[src/rtl/prio_enc_scan_disp.sv]
// rtl/prio_enc_scan_disp.sv - priority encoder with registered index feeding a multiplexed hex seven-segment scanner
//
// Purpose:
//   Encodes the highest set bit of a request vector into a registered index
//   and valid flag. The index is then shown in hex on a time-multiplexed,
//   multi-digit seven-segment display.
//
// Parameters:
//   IN_W      request width; OUT_W = $clog2(IN_W), minimum 1
//   DIGITS    display digits; must be >= ceil(OUT_W/4) and >= 1
//   SCAN_DIV  clock cycles each digit stays lit; >= 1
//
// Ports:
//   clk    in   1       rising-edge clock
//   rst_n  in   1       asynchronous reset, active low
//   en     in   1       encoder update enable
//   x      in   IN_W    request vector
//   idx    out  OUT_W   index of the highest set bit of x (registered)
//   valid  out  1       last sampled x was non-zero (registered)
//   seg    out  7       segments, active high, seg[0]=a .. seg[6]=g (registered)
//   an     out  DIGITS  digit select, one-hot active low (registered)
//
// Build option:
//   PRIO_SYNC_EN  when defined, x and en pass through 2-flop synchronisers
//                 ahead of the encoder (adds 2 cycles of x->idx latency).

module prio_enc_scan_disp #(
    parameter  int IN_W     = 8,
    parameter  int DIGITS   = 2,
    parameter  int SCAN_DIV = 1024,
    localparam int OUT_W    = (IN_W > 1) ? $clog2(IN_W) : 1
) (
    input  logic              clk,
    input  logic              rst_n,
    input  logic              en,
    input  logic [IN_W-1:0]   x,
    output logic [OUT_W-1:0]  idx,
    output logic              valid,
    output logic [6:0]        seg,
    output logic [DIGITS-1:0] an
);

    localparam int PTR_W = (DIGITS > 1) ? $clog2(DIGITS) : 1;
    localparam int DIV_W = (SCAN_DIV > 1) ? $clog2(SCAN_DIV) : 1;

    // Hex to segments, bit order gfedcba.
    function automatic logic [6:0] hex7(input logic [3:0] v);
        case (v)
            4'h0:    hex7 = 7'h3F;
            4'h1:    hex7 = 7'h06;
            4'h2:    hex7 = 7'h5B;
            4'h3:    hex7 = 7'h4F;
            4'h4:    hex7 = 7'h66;
            4'h5:    hex7 = 7'h6D;
            4'h6:    hex7 = 7'h7D;
            4'h7:    hex7 = 7'h07;
            4'h8:    hex7 = 7'h7F;
            4'h9:    hex7 = 7'h6F;
            4'hA:    hex7 = 7'h77;
            4'hB:    hex7 = 7'h7C;
            4'hC:    hex7 = 7'h39;
            4'hD:    hex7 = 7'h5E;
            4'hE:    hex7 = 7'h79;
            default: hex7 = 7'h71;
        endcase
    endfunction

    logic [IN_W-1:0]     x_e;
    logic                en_e;

`ifdef PRIO_SYNC_EN
    logic [IN_W-1:0]     x_s1_q, x_s2_q;
    logic                en_s1_q, en_s2_q;

    assign x_e  = x_s2_q;
    assign en_e = en_s2_q;
`else
    assign x_e  = x;
    assign en_e = en;
`endif

    logic [OUT_W-1:0]    idx_q, idx_d;
    logic                valid_q, valid_d;
    logic [DIV_W-1:0]    div_cnt_q, div_cnt_d;
    logic [PTR_W-1:0]    ptr_q, ptr_d;
    logic [6:0]          seg_q, seg_d;
    logic [DIGITS-1:0]   an_q, an_d;

    logic [OUT_W-1:0]    enc_idx;
    logic [4*DIGITS-1:0] idx_ext;
    logic [3:0]          nib;

    always_comb begin
        // Ascending scan so the highest set bit is the last one to assign.
        enc_idx = '0;
        for (int i = 0; i < IN_W; i++) begin
            if (x_e[i]) begin
                enc_idx = OUT_W'(i);
            end
        end

        idx_d   = idx_q;
        valid_d = valid_q;
        if (en_e) begin
            idx_d   = enc_idx;
            valid_d = |x_e;
        end

        if (div_cnt_q == DIV_W'(SCAN_DIV - 1)) begin
            div_cnt_d = '0;
            ptr_d     = (ptr_q == PTR_W'(DIGITS - 1)) ? '0 : ptr_q + 1'b1;
        end else begin
            div_cnt_d = div_cnt_q + 1'b1;
            ptr_d     = ptr_q;
        end

        // Digits above the index width read as zero.
        idx_ext               = '0;
        idx_ext[OUT_W-1:0]    = idx_q;

        nib  = '0;
        an_d = '1;
        for (int k = 0; k < DIGITS; k++) begin
            if (ptr_q == PTR_W'(k)) begin
                nib     = idx_ext[4*k +: 4];
                an_d[k] = 1'b0;
            end
        end

        // With no valid request every digit shows a dash (segment g only).
        seg_d = valid_q ? hex7(nib) : 7'h40;
    end

    always_ff @(posedge clk or negedge rst_n) begin
        if (!rst_n) begin
`ifdef PRIO_SYNC_EN
            x_s1_q    <= '0;
            x_s2_q    <= '0;
            en_s1_q   <= 1'b0;
            en_s2_q   <= 1'b0;
`endif
            idx_q     <= '0;
            valid_q   <= 1'b0;
            div_cnt_q <= '0;
            ptr_q     <= '0;
            seg_q     <= 7'h00;
            an_q      <= '1;
        end else begin
`ifdef PRIO_SYNC_EN
            x_s1_q    <= x;
            x_s2_q    <= x_s1_q;
            en_s1_q   <= en;
            en_s2_q   <= en_s1_q;
`endif
            idx_q     <= idx_d;
            valid_q   <= valid_d;
            div_cnt_q <= div_cnt_d;
            ptr_q     <= ptr_d;
            seg_q     <= seg_d;
            an_q      <= an_d;
        end
    end

    assign idx   = idx_q;
    assign valid = valid_q;
    assign seg   = seg_q;
    assign an    = an_q;

endmodule

[config.mk]
export PLATFORM = sky130hd
export DESIGN_NAME = prio_enc_scan_disp
export DESIGN_NICKNAME = d
export VERILOG_FILES = /design/src/rtl/prio_enc_scan_disp.sv
export SDC_FILE = /design/constraint.sdc
export NUM_CORES = 1
export LEC_CHECK = 0
export CORE_MARGIN = 2
export CORE_UTILIZATION = 48
export CTS_CLUSTER_DIAMETER = 60
export CTS_CLUSTER_SIZE = 28
export DETAILED_ROUTE_END_ITERATION = 6
export PLACE_DENSITY = 0.77
export SYNTH_ARGS = -nofsm -noshare
export SYNTH_HDL_FRONTEND = slang
export SYNTH_SLANG_ARGS = --single-unit
[constraint.sdc]
create_clock -name clk -period 1.47 [get_ports clk]
set_input_delay 0.294 -clock clk [delete_from_list [all_inputs] [get_ports clk]]
set_output_delay 0.294 -clock clk [all_outputs]
set_load 0.01 [all_outputs]
## Word-level counts from Yosys, hierarchy flattened

Memory sizes are Yosys's and may differ from the RTL's.
Index checks and enable logic that the tools add are counted.

- Add/subtract/negate cells: 2
- Equal/unequal tests: 1
- Muxes and demuxes: 13
- Reductions and logical operators: 1

Operators with widths:

| kind | count |
|---|---|
| $mux 3 | 5 |
| $add 10x1->10 const B | 1 |
| $eq 10x10->1 const B | 1 |
| $mux 10 | 1 |
| $reduce_or 8->1 | 1 |
| $mux 7 | 1 |
| $mux 1 | 4 |
| $mux 2 | 2 |
| $add 1x1->1 const B | 1 |

- Bits in registers: 24
- Bits in read-only memories: 112
- Input bits: 11
- Output and inout bits: 13
- Logic and storage cells: 24
- Memories: 1

Memories:

| name | depth | bits a word | rd ports | clocked after memory_dff | wr ports | line | text |
|---|---|---|---|---|---|---|---|
| (name not given) | 16 | 7 | 1 | 0 | 0 | 48 | `case (v)` |

## Depth between registers and ports, before layout

Gate-level depths: netlist of run 1.

- Depth in word-level cells: 7
- Mapped depth: 7
- Mapped depth without buffers: 7

## Least setup slack after synthesis of run 1

Ideal clock, no wire load.

- Kind: reg-to-reg
- Start: reg div_cnt_q[0]
- End: reg ptr_q
- Setup time: 80 ps
- Data arrival time: 1186 ps
- Required time: 1390 ps
- Path slack: 204 ps
- Stages on the path, launching flop included: 5
- Buffers on the path: 0
- Period minus slack after synthesis: 1266 ps
- Cell sequence: dfrtp_1 ha_1 nand3_2 nor4_4 xnor2_1

- Longest elaborated chain between the ends: 1

RTL lines:

| element | line | text |
|---|---|---|
| start, declared | 84 | `logic [DIV_W-1:0] div_cnt_q, div_cnt_d;` |
| start signal, assigned | 157 | `div_cnt_q <= div_cnt_d;` |
| $eq 10x10->1 | 109 | `if (div_cnt_q == DIV_W'(SCAN_DIV - 1)) begin` |
| end signal, assigned | 158 | `ptr_q <= ptr_d;` |
| end, declared | 85 | `logic [PTR_W-1:0] ptr_q, ptr_d;` |

No other way between the ends.
A chain may end at the register's enable or synchronous reset.

## Worst setup path in the final report of run 1

- Start: reg an_q[0], in the netlist an[0]
- End: out an[0]

RTL lines:

| element | line | text |
|---|---|---|
| start, declared | 87 | `logic [DIGITS-1:0] an_q, an_d;` |
| start signal, assigned | 160 | `an_q <= an_d;` |
| end, declared | 40 | `output logic [DIGITS-1:0] an` |

No word-level cell between the ends.

==> impl_summary.log, run 1 <==
[metrics] run status: completed
[metrics] final period utilization: 94.8%
[metrics] clock latency at the later pin of the worst-skew pair: 0.31 ns
[metrics] crit path kind: register to primary output
[metrics] drt pass-1 iters: 4
[metrics] Max Clock Skew: 0.00266 ns
[metrics] kind of end point of the critical path: primary output
[metrics] Final Worst Setup Slack: 0.0765 ns
[metrics] Seq cells post-synth: 24
[metrics] Clock Pin Slew Worst Setup and Hold Paths: 0.12 ns
[metrics] Post-Route Hold Slack: 0.306 ns
[metrics] global-route wire length before repair: 2790 um
[metrics] floorplan die area: 0.00265 mm^2
[metrics] Tot GR Track Use: 14.9%
[metrics] total negative slack: 0 ns
[metrics] maximum capacitance violations: 0
[metrics] P_int: 0.889 mW
[metrics] top post-synthesis cells by area: sky130_fd_sc_hd__dfrtp_1 51%, sky130_fd_sc_hd__ha_1 5.8%, sky130_fd_sc_hd__dfstp_2 4.9%
[metrics] final setup fails: 0
[metrics] worst min path class: input pin to asynchronous set/reset pin
[metrics] CTS buffer count: 3
[metrics] Clock H-tree levels: 1
[metrics] critical-path cell with the highest stage delay: sky130_fd_sc_hd__dfstp_2
[metrics] relative contribution of combinational cells to total power: 15.3%
[metrics] Worst slew margin: 73.5%
[metrics] Via-to-Cell Ratio: 4.99
[metrics] switching pwr: 0.281 mW
[metrics] overall power of the completed layout: 1.17 mW
[metrics] primary flip-flop cell chosen by synthesis mapping: sky130_fd_sc_hd__dfrtp_1
[metrics] startpoint class of the critical path: register
[metrics] synthesized netlist net count: 116
[metrics] remaining global-route overflow: 0
[metrics] cell with the most instances after synthesis: sky130_fd_sc_hd__dfrtp_1
[metrics] final hold vios: 0
[metrics] Critical Path Max Stage Delay: 0.53 ns
[metrics] leakage power total: 0.646 nW
[metrics] share of the synthesized area in the top cell type: 50.9%
[metrics] share of total power in sequential cells: 59.6%
[metrics] worst path buffer plus inverter count: 1
[metrics] Min Clock Period, post-route: 1.39 ns
[metrics] area of the mapped netlist: 0.00108 mm^2
[metrics] warning count from the yosys run: 0
[metrics] post-detailed-route count of antenna-violating nets: 0
[metrics] number of antenna diodes: 0
[metrics] list of cells traversed by the critical path: dlygate4sd2_1
[metrics] clock root buffer: sky130_fd_sc_hd__clkbuf_4
[metrics] sw frac: 24.0%
[metrics] ratio of cells with drive above 1 in the final layout: 10.7%
[metrics] die height: 51.5 um
[metrics] top cell family by delay on the critical path: flip-flops
[metrics] boundary pin count: 24
[metrics] clock power share: 25.2%
[metrics] floorplan row count: 17
[metrics] required time at the endpoint of the critical path: 1.18 ns
[metrics] Area after DPL: 0.00137 mm^2
[metrics] total vias in the final route: 794
[metrics] Syn Area/Cell: 10.8 um^2
[metrics] Starting Density: 49.9%
[metrics] number of DRC markers after the initial detailed-route iteration: 11
[metrics] die width: 51.5 um
[metrics] unrepaired setup endpoints after global routing: no
[metrics] buffer depth of the longest clock path: 2
[metrics] area leader, netlist: sky130_fd_sc_hd__dfrtp_1
[metrics] Cell Pwr Density: 835 mW/mm^2
[metrics] number of global-route vias before repair: 685
[metrics] number of enable-type register cells in the synthesized netlist: 0
[metrics] layout overhead on the synthesized area: 29.6%
[metrics] floorplan core area: 0.00217 mm^2
[metrics] pin count of the biggest net entering global routing: 25
[metrics] count of hold-fix buffers inserted at cts: 0
[metrics] share of synthesized area occupied by flip-flops and latches: 55.7%
[metrics] routability congestion estimate from global placement: 0.770
[metrics] count of final max-slew check failures: 0
[metrics] Gate Count Post-Synth: 100
[metrics] number of sinks driven by the clock tree: 24
[metrics] top post-synthesis cells by count: 22 x sky130_fd_sc_hd__dfrtp_1, 10 x sky130_fd_sc_hd__inv_1, 9 x sky130_fd_sc_hd__nor2_1
[metrics] transition time at the pin with the least slew margin: 0.397 ns
[metrics] number of buffers inserted by port buffering: 23
[metrics] timing-limited maximum frequency: 0.718 GHz
[metrics] critical path data arrival time: 1.10 ns
[metrics] final instance area: 0.00140 mm^2
[metrics] maximum fanout along the worst path: 1
[metrics] mean routed wirelength per cell: 11.1 um
[metrics] CTS tree: done
[metrics] Peak supply drop: 0.539 mV
[metrics] post-synthesis async set-or-reset flop share: 100%
[metrics] number of library cell types mapped by synthesis: 29
[metrics] DRT Wirelength: 1760 um
[metrics] # nets final: 148
[metrics] remaining design rule violation count: 0
[metrics] antenna violations before repair: 0
[metrics] HPWL reported at the end of detailed placement: 1360 um
[metrics] pre-CTS worst setup slack: 0.0310 ns
==> per-layer routing <==
layer	share of wire, %	wire length [um]	global-route usage [%]
met5	0	0	0
met4	3.2	57	10.5
met3	5.8	102	3.80
met2	47	820	22.9
met1	44	781	18.3
==> metrics by stage <==
stage / util (%) / instances
2_1_floorplan: - / 100
3_3_place_gp: 63.0 / 153
3_5_place_dp: 63.0 / 153
4_1_cts: 64.3 / 159
5_1_grt: 64.6 / 159
6_report: 64.6 / 159
==> sequential cells by signal, indices dropped and copies added (netlist names) <==
signal and flops:
div_cnt_q 10, an 2, seg 7, idx 3, ptr_q 1, valid 1
==> power groups by stage <==
stage | combinational (mW) | sequential, mW | clock [mW]
finish | 0.179 | 0.697 | 0.294
global route | 0.200 | 0.700 | 0.340
CTS | 0.184 | 0.698 | 0.303
detailed placement | 0.189 | 0.714 | 0
global placement | 0.187 | 0.714 | 0
floorplan | 0.0541 | 0.732 | 0
==> layout by cell type (no fill, tap or decap), drive strengths merged <==
master / n
xnor2: 3
a21oi: 5
nor2b: 3
dlymetal6s2s: 3
dfrtp: 22
and2: 1
nor2: 9
o21a: 2
dlygate4sd2: 10
or3: 1
ha: 5
xor2: 3
dfstp: 2
o211a: 1
a21boi: 1
clkdlybuf4s50: 10
a31oi: 3
and3: 1
buf: 5
nand3: 5
nor3: 2
clkbuf: 4
mux2i: 1
nand2: 5
nand4: 1
nor4: 3
o21ai: 7
or4: 1
a221o: 1
a211oi: 1
inv: 10
==> area by class of cell <==
class | count | area (um^2)
multi-input cells | 65 | 438
flip-flops and latches | 24 | 603
well taps | 28 | 35.0
fillers | 178 | 767
inverters | 10 | 37.5
repair buffers | 28 | 263
clock buffers | 4 | 26.3
==> final timing paths <==
kind | end | from | cells after the start | slack, ns
setup / recovery | an[0] | an[0] | 1 | 0.08
hold / removal | div_cnt_q[8] | rst_n | 2 | 0.31
setup reg to reg | div_cnt_q[7] | div_cnt_q[0] | 4 | 0.11
hold reg to reg | an[0] | ptr_q | 0 | 0.45
max in group asynchronous | an[0] | rst_n | 2 | 0.89
min in group clk | an[0] | ptr_q | 0 | 0.45
==> timing repair <==
item | in CTS | in global routing
buffers inserted | 2 | 0
setup endpoints to repair | 10 | 9
resized for setup | 10 | 4
pin swaps | 0 | 1
gates cloned | 0 | 0
==> logic make-up after synthesis <==
kind of cell	after synthesis	share of synthesized area [%]
and+or+nand+nor	32	17.0
DFF	24	55.7
AOI/OAI and AO/OA	21	11.9
buffers and inverters	11	3.82
xor gates and xnor gates	6	4.86
adders and majority gates	5	5.78
muxes	1	0.925
Power figures use the tool's default switching activity.
==> inputs of run 2 (changes only) <==
==> constraint.sdc (replaced) <==
create_clock -name clk -period 1.47 [get_ports clk]
set_input_delay 0.294 -clock clk [delete_from_list [all_inputs] [get_ports clk]]
set_output_delay 0.294 -clock clk [all_outputs]
set_load 0.1 [all_outputs]
==> run 2 against run 1 <==
Effect of this change: final cell count shrank 2.5%; count of clock-buffer cells in the layout did not move; design area grew 8.1%; die area is the same; non-clock buffer count is 4 lower; register-to-register slack is essentially flat; critical path type unchanged; maximum frequency increased by 2.0%; combinational power increased to 2.6 times the previous value; largest cell class unchanged; first-iteration DRC count shrank 45%.
==> impl_summary.log, run 2 (same netlist as run 1, synthesis figures left out) <==
[metrics] end of the worst register-to-register path: seg[4] (was div_cnt_q[7])
[metrics] most frequent standard cell in the layout excluding fill and tap cells: sky130_fd_sc_hd__dfrtp_1 (unchanged)
[metrics] Worst slew margin: 72.7% (was 73.5%)
[metrics] number of buffers added for setup after CTS: 0 (was 2)
[metrics] FF-to-FF setup slack: 0.11 ns (about the same)
[metrics] number of flip-flops in the largest register: 10 (unchanged)
[metrics] # nets final: 144 (was 148)
[metrics] Stages on worst setup path: 1 (unchanged)
[metrics] maximum capacitance violations: 0 (unchanged)
[metrics] relative contribution of combinational cells to total power: 31.5% (was 15.3%)
[metrics] floorplan row count: 17 (unchanged)
[metrics] sw frac: 34.8% (was 24.0%)
[metrics] startpoint class of the critical path: register (unchanged)
[metrics] routability congestion estimate from global placement: 0.751 (was 0.770)
[metrics] final non-filler cell total: 155 (was 159)
[metrics] fraction of met2 tracks used by global routing: 30.6% (was 22.9%)
[metrics] maximum fanout along the worst path: 8 (was 1)
[metrics] Post-Route Hold Slack: 0.309 ns (was 0.306 ns)
[metrics] buffer depth of the longest clock path: 2 (unchanged)
[metrics] global-route wire length before repair: 3370 um (was 2790 um)
[metrics] launch instance of the worst register-to-register path: idx[1] (was div_cnt_q[0])
[metrics] count of hold-fix buffers inserted at cts: 0 (unchanged)
[metrics] number of antenna diodes: 0 (unchanged)
[metrics] DRT Wirelength: 1880 um (was 1760 um)
[metrics] die height: 51.5 um (unchanged)
[metrics] mean routed wirelength per cell: 12.2 um (was 11.1 um)
[metrics] drt pass-1 iters: 3 (was 4)
[metrics] final hold vios: 0 (unchanged)
[metrics] worst min path class: input pin to asynchronous set/reset pin (unchanged)
[metrics] post-detailed-route count of antenna-violating nets: 0 (unchanged)
[metrics] clock root buffer: sky130_fd_sc_hd__clkbuf_4 (unchanged)
[metrics] placed instance count: 151 (was 153)
[metrics] number of DRC markers after the initial detailed-route iteration: 6 (was 11)
[metrics] floorplan die area: 0.00265 mm^2 (unchanged)
[metrics] unrepaired setup endpoints after global routing: no (unchanged)
[metrics] most used routing layer: met2 (unchanged)
[metrics] layout overhead on the synthesized area: 40.1% (was 29.6%)
[metrics] Min Clock Period, post-route: 1.37 ns (was 1.39 ns)
[metrics] launch point of the critical path: valid (was an[0])
[metrics] Peak supply drop: 0.679 mV (was 0.539 mV)
[metrics] Largest Register: div_cnt_q (unchanged)
[metrics] number of buffers inserted by port buffering: 23 (unchanged)
[metrics] critical-path cell with the highest stage delay: sky130_fd_sc_hd__dfrtp_1 (was sky130_fd_sc_hd__dfstp_2)
[metrics] Critical Path Sink: valid (was an[0])
[metrics] pin count of the biggest net entering global routing: 25 (unchanged)
[metrics] final setup fails: 0 (unchanged)
[metrics] timing-limited maximum frequency: 0.732 GHz (was 0.718 GHz)
[metrics] leakage power total: 0.678 nW (was 0.646 nW)
[metrics] die width: 51.5 um (unchanged)
[metrics] share of total power in sequential cells: 48.6% (was 59.6%)
[metrics] clock power share: 19.8% (was 25.2%)
[metrics] transition time at the pin with the least slew margin: 0.408 ns (was 0.397 ns)
[metrics] Clock Pin Slew Worst Setup and Hold Paths: 0.12 ns (about the same)
[metrics] HPWL reported at the end of detailed placement: 1490 um (was 1360 um)
[metrics] overall power of the completed layout: 1.49 mW (was 1.17 mW)
[metrics] Clock H-tree levels: 1 (unchanged)
[metrics] ratio of cells with drive above 1 in the final layout: 21.3% (was 10.7%)
[metrics] Post-Route Utilization: 69.9% (was 64.6%)
[metrics] Starting Density: 49.9% (unchanged)
[metrics] CTS tree: done (unchanged)
[metrics] pre-CTS worst setup slack: 0.0773 ns (was 0.0310 ns)
[metrics] boundary pin count: 24 (unchanged)
[metrics] remaining global-route overflow: 0 (unchanged)
[metrics] total negative slack: 0 ns (unchanged)
[metrics] GRT met3 Usage: 1.46% (was 3.80%)
[metrics] switching pwr: 0.519 mW (was 0.281 mW)
[metrics] count of final max-slew check failures: 0 (unchanged)
[metrics] antenna violations before repair: 0 (unchanged)
[metrics] required time at the endpoint of the critical path: 1.18 ns (about the same)
[metrics] run status: completed (unchanged)
[metrics] post_cts resized: 0 (was 10)
[metrics] most frequent cells in the layout: 19 x sky130_fd_sc_hd__dfrtp_1, 13 x sky130_fd_sc_hd__buf_12, 10 x sky130_fd_sc_hd__clkdlybuf4s50_1 (was 22 x sky130_fd_sc_hd__dfrtp_1, 10 x sky130_fd_sc_hd__inv_1, 10 x sky130_fd_sc_hd__clkdlybuf4s50_1, 10 x sky130_fd_sc_hd__dlygate4sd2_1, 9 x sky130_fd_sc_hd__nor2_1)
[metrics] P_int: 0.971 mW (was 0.889 mW)
[metrics] total vias in the final route: 796 (was 794)
[metrics] floorplan core area: 0.00217 mm^2 (unchanged)
[metrics] list of cells traversed by the critical path: buf_12 (was dlygate4sd2_1)
[metrics] CTS buffer count: 3 (unchanged)
[metrics] worst path buffer plus inverter count: 1 (unchanged)
[metrics] clock latency at the later pin of the worst-skew pair: 0.31 ns (about the same)
[metrics] Critical Path Max Stage Delay: 0.54 ns (was 0.53 ns)
[metrics] crit path kind: register to primary output (unchanged)
[metrics] final period utilization: 92.9% (was 94.8%)
[metrics] Max Clock Skew: 0.00177 ns (was 0.00266 ns)
[metrics] number of global-route vias before repair: 802 (was 685)
[metrics] critical path data arrival time: 1.07 ns (was 1.10 ns)
[metrics] Final Worst Setup Slack: 0.104 ns (was 0.0765 ns)
[metrics] number of sinks driven by the clock tree: 24 (unchanged)
[metrics] routing usage on met1: 20.0% (was 18.3%)
[metrics] kind of end point of the critical path: primary output (unchanged)
[metrics] Cell Pwr Density: 983 mW/mm^2 (was 835 mW/mm^2)
[metrics] depth of the worst register-to-register path: 6 (was 4)
[metrics] Tot GR Track Use: 17.6% (was 14.9%)
[metrics] Area after DPL: 0.00149 mm^2 (was 0.00137 mm^2)
[metrics] remaining design rule violation count: 0 (unchanged)
[metrics] final instance area: 0.00152 mm^2 (was 0.00140 mm^2)
[metrics] top cell family by delay on the critical path: flip-flops (unchanged)
[metrics] Via-to-Cell Ratio: 5.14 (was 4.99)
## run 2: changes by cell type in the layout (fill, tap and decap cells not counted), sizes merged
cell and delta:
dlygate4sd2 -10, dlymetal6s2s -3, buf +9
## run 2: worst min-delay path by stage
stage                        end  slack [ns]  startpoint  cells after the start
floorplan           div_cnt_q[0]      -0.002       rst_n                      0
detailed placement         an[0]        0.42       ptr_q                      0
CTS                 div_cnt_q[8]        0.31       rst_n                      2
global route        div_cnt_q[8]        0.33       rst_n                      2
finish              div_cnt_q[8]        0.31       rst_n                      2
global placement           an[0]        0.43       ptr_q                      0
## run 2: layer usage
layer | up-vias | routed length, um
li1 | 396 | -
met1 | 374 | 813
met2 | 22 | 938
met3 | 4 | 69
met4 | 0 | 61
met5 | - | 0
## run 2: final cells by class
cell class / instances / area [um^2]
Fill cell: 167 / 653
Clock buffer: 4 / 26.3
Tap cell: 28 / 35.0
Multi-Input combinational cell: 65 / 438
Inverter: 10 / 37.5
Timing Repair Buffer: 24 / 368
Sequential cell: 24 / 612
## run 2: worst register-to-register path, cell delays in order (launching register included)
cell	delay, ns
sky130_fd_sc_hd__dfrtp_4	0.53
sky130_fd_sc_hd__nand2_1	0.13
sky130_fd_sc_hd__inv_1	0.08
sky130_fd_sc_hd__ha_1	0.20
sky130_fd_sc_hd__inv_1	0.07
sky130_fd_sc_hd__mux2i_1	0.08
sky130_fd_sc_hd__o21a_1	0.17
## run 2: power by group through the flow
stage	sequential, mW	combinational, mW	clock [mW]
after floorplan	0.947	0.0541	0
after global placement	0.737	0.466	0
after detailed placement	0.739	0.472	0
after CTS	0.726	0.474	0.313
after global routing	0.731	0.492	0.339
final	0.725	0.470	0.296
==> inputs of run 3 (changes only) <==
--- a/config.mk
+++ b/config.mk
@@ -10,7 +10,8 @@
 export CTS_CLUSTER_DIAMETER = 60
 export CTS_CLUSTER_SIZE = 28
 export DETAILED_ROUTE_END_ITERATION = 6
-export PLACE_DENSITY = 0.77
+export GPL_TIMING_DRIVEN = 0
+export PLACE_DENSITY = 0.83
 export SYNTH_ARGS = -nofsm -noshare
 export SYNTH_HDL_FRONTEND = slang
 export SYNTH_SLANG_ARGS = --single-unit
==> constraint.sdc (replaced) <==
create_clock -name clk -period 1.47 [get_ports clk]
set_input_delay 0.294 -clock clk [delete_from_list [all_inputs] [get_ports clk]]
set_output_delay 0.294 -clock clk [all_outputs]
set_load 0.02 [all_outputs]
==> run 3 against run 2 <==
Effect of this change: first-iteration DRC count grew to 2.5 times the previous value; clock power increased by 16%; sequential power fell by 3.3%; maximum frequency decreased by 4.6%; design area down 8.3%; die area unchanged; highest routed layer unchanged; hold slack got worse by 0.0012 ns.
==> impl_summary.log, run 3 (same netlist as run 1, synthesis figures left out) <==
[metrics] transition time at the pin with the least slew margin: 0.998 ns (was 0.408 ns)
[metrics] total vias in the final route: 805 (was 796)
[metrics] most frequent cells in the layout: 19 x sky130_fd_sc_hd__dfrtp_1, 11 x sky130_fd_sc_hd__dlygate4sd2_1, 10 x sky130_fd_sc_hd__inv_1 (was 19 x sky130_fd_sc_hd__dfrtp_1, 13 x sky130_fd_sc_hd__buf_12, 10 x sky130_fd_sc_hd__clkdlybuf4s50_1)
[metrics] maximum capacitance violations: 0 (unchanged)
[metrics] HP Start: en
[metrics] Min Clock Period, post-route: 1.43 ns (was 1.37 ns)
[metrics] layout filler cell count: 192 (was 167)
[metrics] Clock H-tree levels: 1 (unchanged)
[metrics] footprint of the flip-flops and latches: 607 um^2 (was 612 um^2)
[metrics] end of the worst register-to-register path: div_cnt_q[7] (was seg[4])
[metrics] buffer depth of the longest clock path: 2 (unchanged)
[metrics] final instance area: 0.00139 mm^2 (was 0.00152 mm^2)
[metrics] depth of the worst register-to-register path: 4 (was 6)
[metrics] FF-to-FF setup slack: 0.11 ns (about the same)
[metrics] Multi-input gate area: 442 um^2 (was 438 um^2)
[metrics] ratio of cells with drive above 1 in the final layout: 13.2% (was 21.3%)
[metrics] HPWL reported at the end of detailed placement: 1360 um (was 1490 um)
[metrics] floorplan row count: 17 (unchanged)
[metrics] count of hold-fix buffers inserted at cts: 0 (unchanged)
[metrics] CTS tree: done (unchanged)
[metrics] startpoint class of the critical path: register (unchanged)
[metrics] timing-limited maximum frequency: 0.699 GHz (was 0.732 GHz)
[metrics] boundary pin count: 24 (unchanged)
[metrics] clock root buffer: sky130_fd_sc_hd__clkbuf_4 (unchanged)
[metrics] drt pass-1 iters: 4 (was 3)
[metrics] count of final max-slew check failures: 0 (unchanged)
[metrics] floorplan die area: 0.00265 mm^2 (unchanged)
[metrics] Cell Pwr Density: 886 mW/mm^2 (was 983 mW/mm^2)
[metrics] critical-path cell with the highest stage delay: sky130_fd_sc_hd__dfstp_2 (was sky130_fd_sc_hd__dfrtp_1)
[metrics] final setup fails: 0 (unchanged)
[metrics] final hold vios: 0 (unchanged)
[metrics] antenna violations before repair: 0 (unchanged)
[metrics] Starting Density: 49.9% (unchanged)
[metrics] number of DRC markers after the initial detailed-route iteration: 15 (was 6)
[metrics] hold depth: 3
[metrics] list of cells traversed by the critical path: clkdlybuf4s15_1 (was buf_12)
[metrics] number of buffers inserted by port buffering: 22 (was 23)
[metrics] total negative slack: 0 ns (unchanged)
[metrics] number of antenna diodes: 0 (unchanged)
[metrics] leakage power total: 0.617 nW (was 0.678 nW)
[metrics] routability congestion estimate from global placement: 0.770 (was 0.751)
[metrics] crit path kind: register to primary output (unchanged)
[metrics] Worst slew margin: 33.3% (was 72.7%)
[metrics] worst path buffer plus inverter count: 1 (unchanged)
[metrics] # nets final: 146 (was 144)
[metrics] required time at the endpoint of the critical path: 1.18 ns (about the same)
[metrics] maximum fanout along the worst path: 1 (was 8)
[metrics] kind of end point of the critical path: primary output (unchanged)
[metrics] Peak supply drop: 0.536 mV (was 0.679 mV)
[metrics] pin count of the biggest net entering global routing: 25 (unchanged)
[metrics] mean routed wirelength per cell: 11.8 um (was 12.2 um)
[metrics] clock latency at the later pin of the worst-skew pair: 0.32 ns (was 0.31 ns)
[metrics] floorplan core area: 0.00217 mm^2 (unchanged)
[metrics] remaining design rule violation count: 0 (unchanged)
[metrics] Tot GR Track Use: 17.0% (was 17.6%)
[metrics] number of sinks driven by the clock tree: 24 (unchanged)
[metrics] remaining global-route overflow: 0 (unchanged)
[metrics] Largest Register: div_cnt_q (unchanged)
[metrics] launch point of the critical path: an[1] (was valid)
[metrics] Post-Route Utilization: 64.1% (was 69.9%)
[metrics] most frequent standard cell in the layout excluding fill and tap cells: sky130_fd_sc_hd__dfrtp_1 (unchanged)
[metrics] final period utilization: 97.4% (was 92.9%)
[metrics] Hold Crit Endpoint: valid
[metrics] worst min path class: input pin to register (was input pin to asynchronous set/reset pin)
[metrics] critical path data arrival time: 1.14 ns (was 1.07 ns)
[metrics] DRT Wirelength: 1850 um (was 1880 um)
[metrics] Via-to-Cell Ratio: 5.13 (was 5.14)
[metrics] CTS buffer count: 3 (unchanged)
[metrics] Area after DPL: 0.00134 mm^2 (was 0.00149 mm^2)
[metrics] number of global-route vias before repair: 805 (was 802)
[metrics] die height: 51.5 um (unchanged)
[metrics] post-detailed-route count of antenna-violating nets: 0 (unchanged)
[metrics] Clock Pin Slew Worst Setup and Hold Paths: 0.13 ns (was 0.12 ns)
[metrics] layout overhead on the synthesized area: 28.4% (was 40.1%)
[metrics] unrepaired setup endpoints after global routing: no (unchanged)
[metrics] Critical Path Max Stage Delay: 0.53 ns (was 0.54 ns)
[metrics] die width: 51.5 um (unchanged)
[metrics] launch instance of the worst register-to-register path: div_cnt_q[0] (was idx[1])
[metrics] global-route wire length before repair: 3340 um (was 3370 um)
[metrics] run status: completed (unchanged)
[metrics] top cell family by delay on the critical path: flip-flops (unchanged)
[metrics] Max Clock Skew: 0.00680 ns (was 0.00177 ns)
[metrics] number of flip-flops in the largest register: 10 (unchanged)
## run 3: cell count changes in the layout (fill, tap and decap cells not counted), sizes merged
cell / delta
dlygate4sd2: +11
clkdlybuf4s50: -1
clkbuf: +1
clkdlybuf4s15: +2
buf: -11
## run 3: how the worst max path moves through the flow
stage | endpoint | slack, ns | cells after the start
global placement | seg[0] | -0.04 | 1
floorplan | ptr_q | 0.20 | 4
finish | an[1] | 0.04 | 1
global route | an[1] | 0.002 | 1
CTS | an[0] | 0.008 | 1
detailed placement | seg[3] | -0.08 | 1
## run 3: stage by stage
step / std cells / power [mW] / setup slack [ns] / hold slack, ns
detailed placement: 150 / 0.925 / -0.0791 / 0.424
global route: 157 / 1.30 / 0.00171 / 0.350
CTS: 154 / 1.24 / 0.00771 / 0.304
global placement: 150 / 0.918 / -0.0413 / 0.419
finish: 157 / 1.23 / 0.0387 / 0.307
floorplan: 100 / 0.809 / 0.204 / -0.00159
## run 3: where the power goes
part / internal, mW / total, mW / switching (mW)
clock: 0.152 / 0.343 / 0.192
sequential: 0.690 / 0.701 / 0.0112
combinational: 0.0794 / 0.186 / 0.107
## run 3: final cells by class
cell class / instances / share of cell area [%]
multi-input cells: 65 / 31.8
flip-flops and latches: 24 / 43.7
plain buffers: 1 / 0.270
inverters: 10 / 2.70
clock buffers: 4 / 2.61
repair buffers: 25 / 16.5
well taps: 28 / 2.52
## run 3: metal layers
metal | vias to the layer above | track usage [%] | share of wire (%)
met5 | - | 0 | 0
met4 | 0 | 10.5 | 3.3
met3 | 5 | 1.75 | 3.1
met2 | 20 | 28.4 | 50
met1 | 380 | 21.1 | 44
li1 | 400 | - | -
## run 3: timing repair
item,4_1_cts,5_1_grt
setup endpoints to repair,13,11
gates resized for setup,15,5
buffers inserted,0,3
pin swaps,0,2
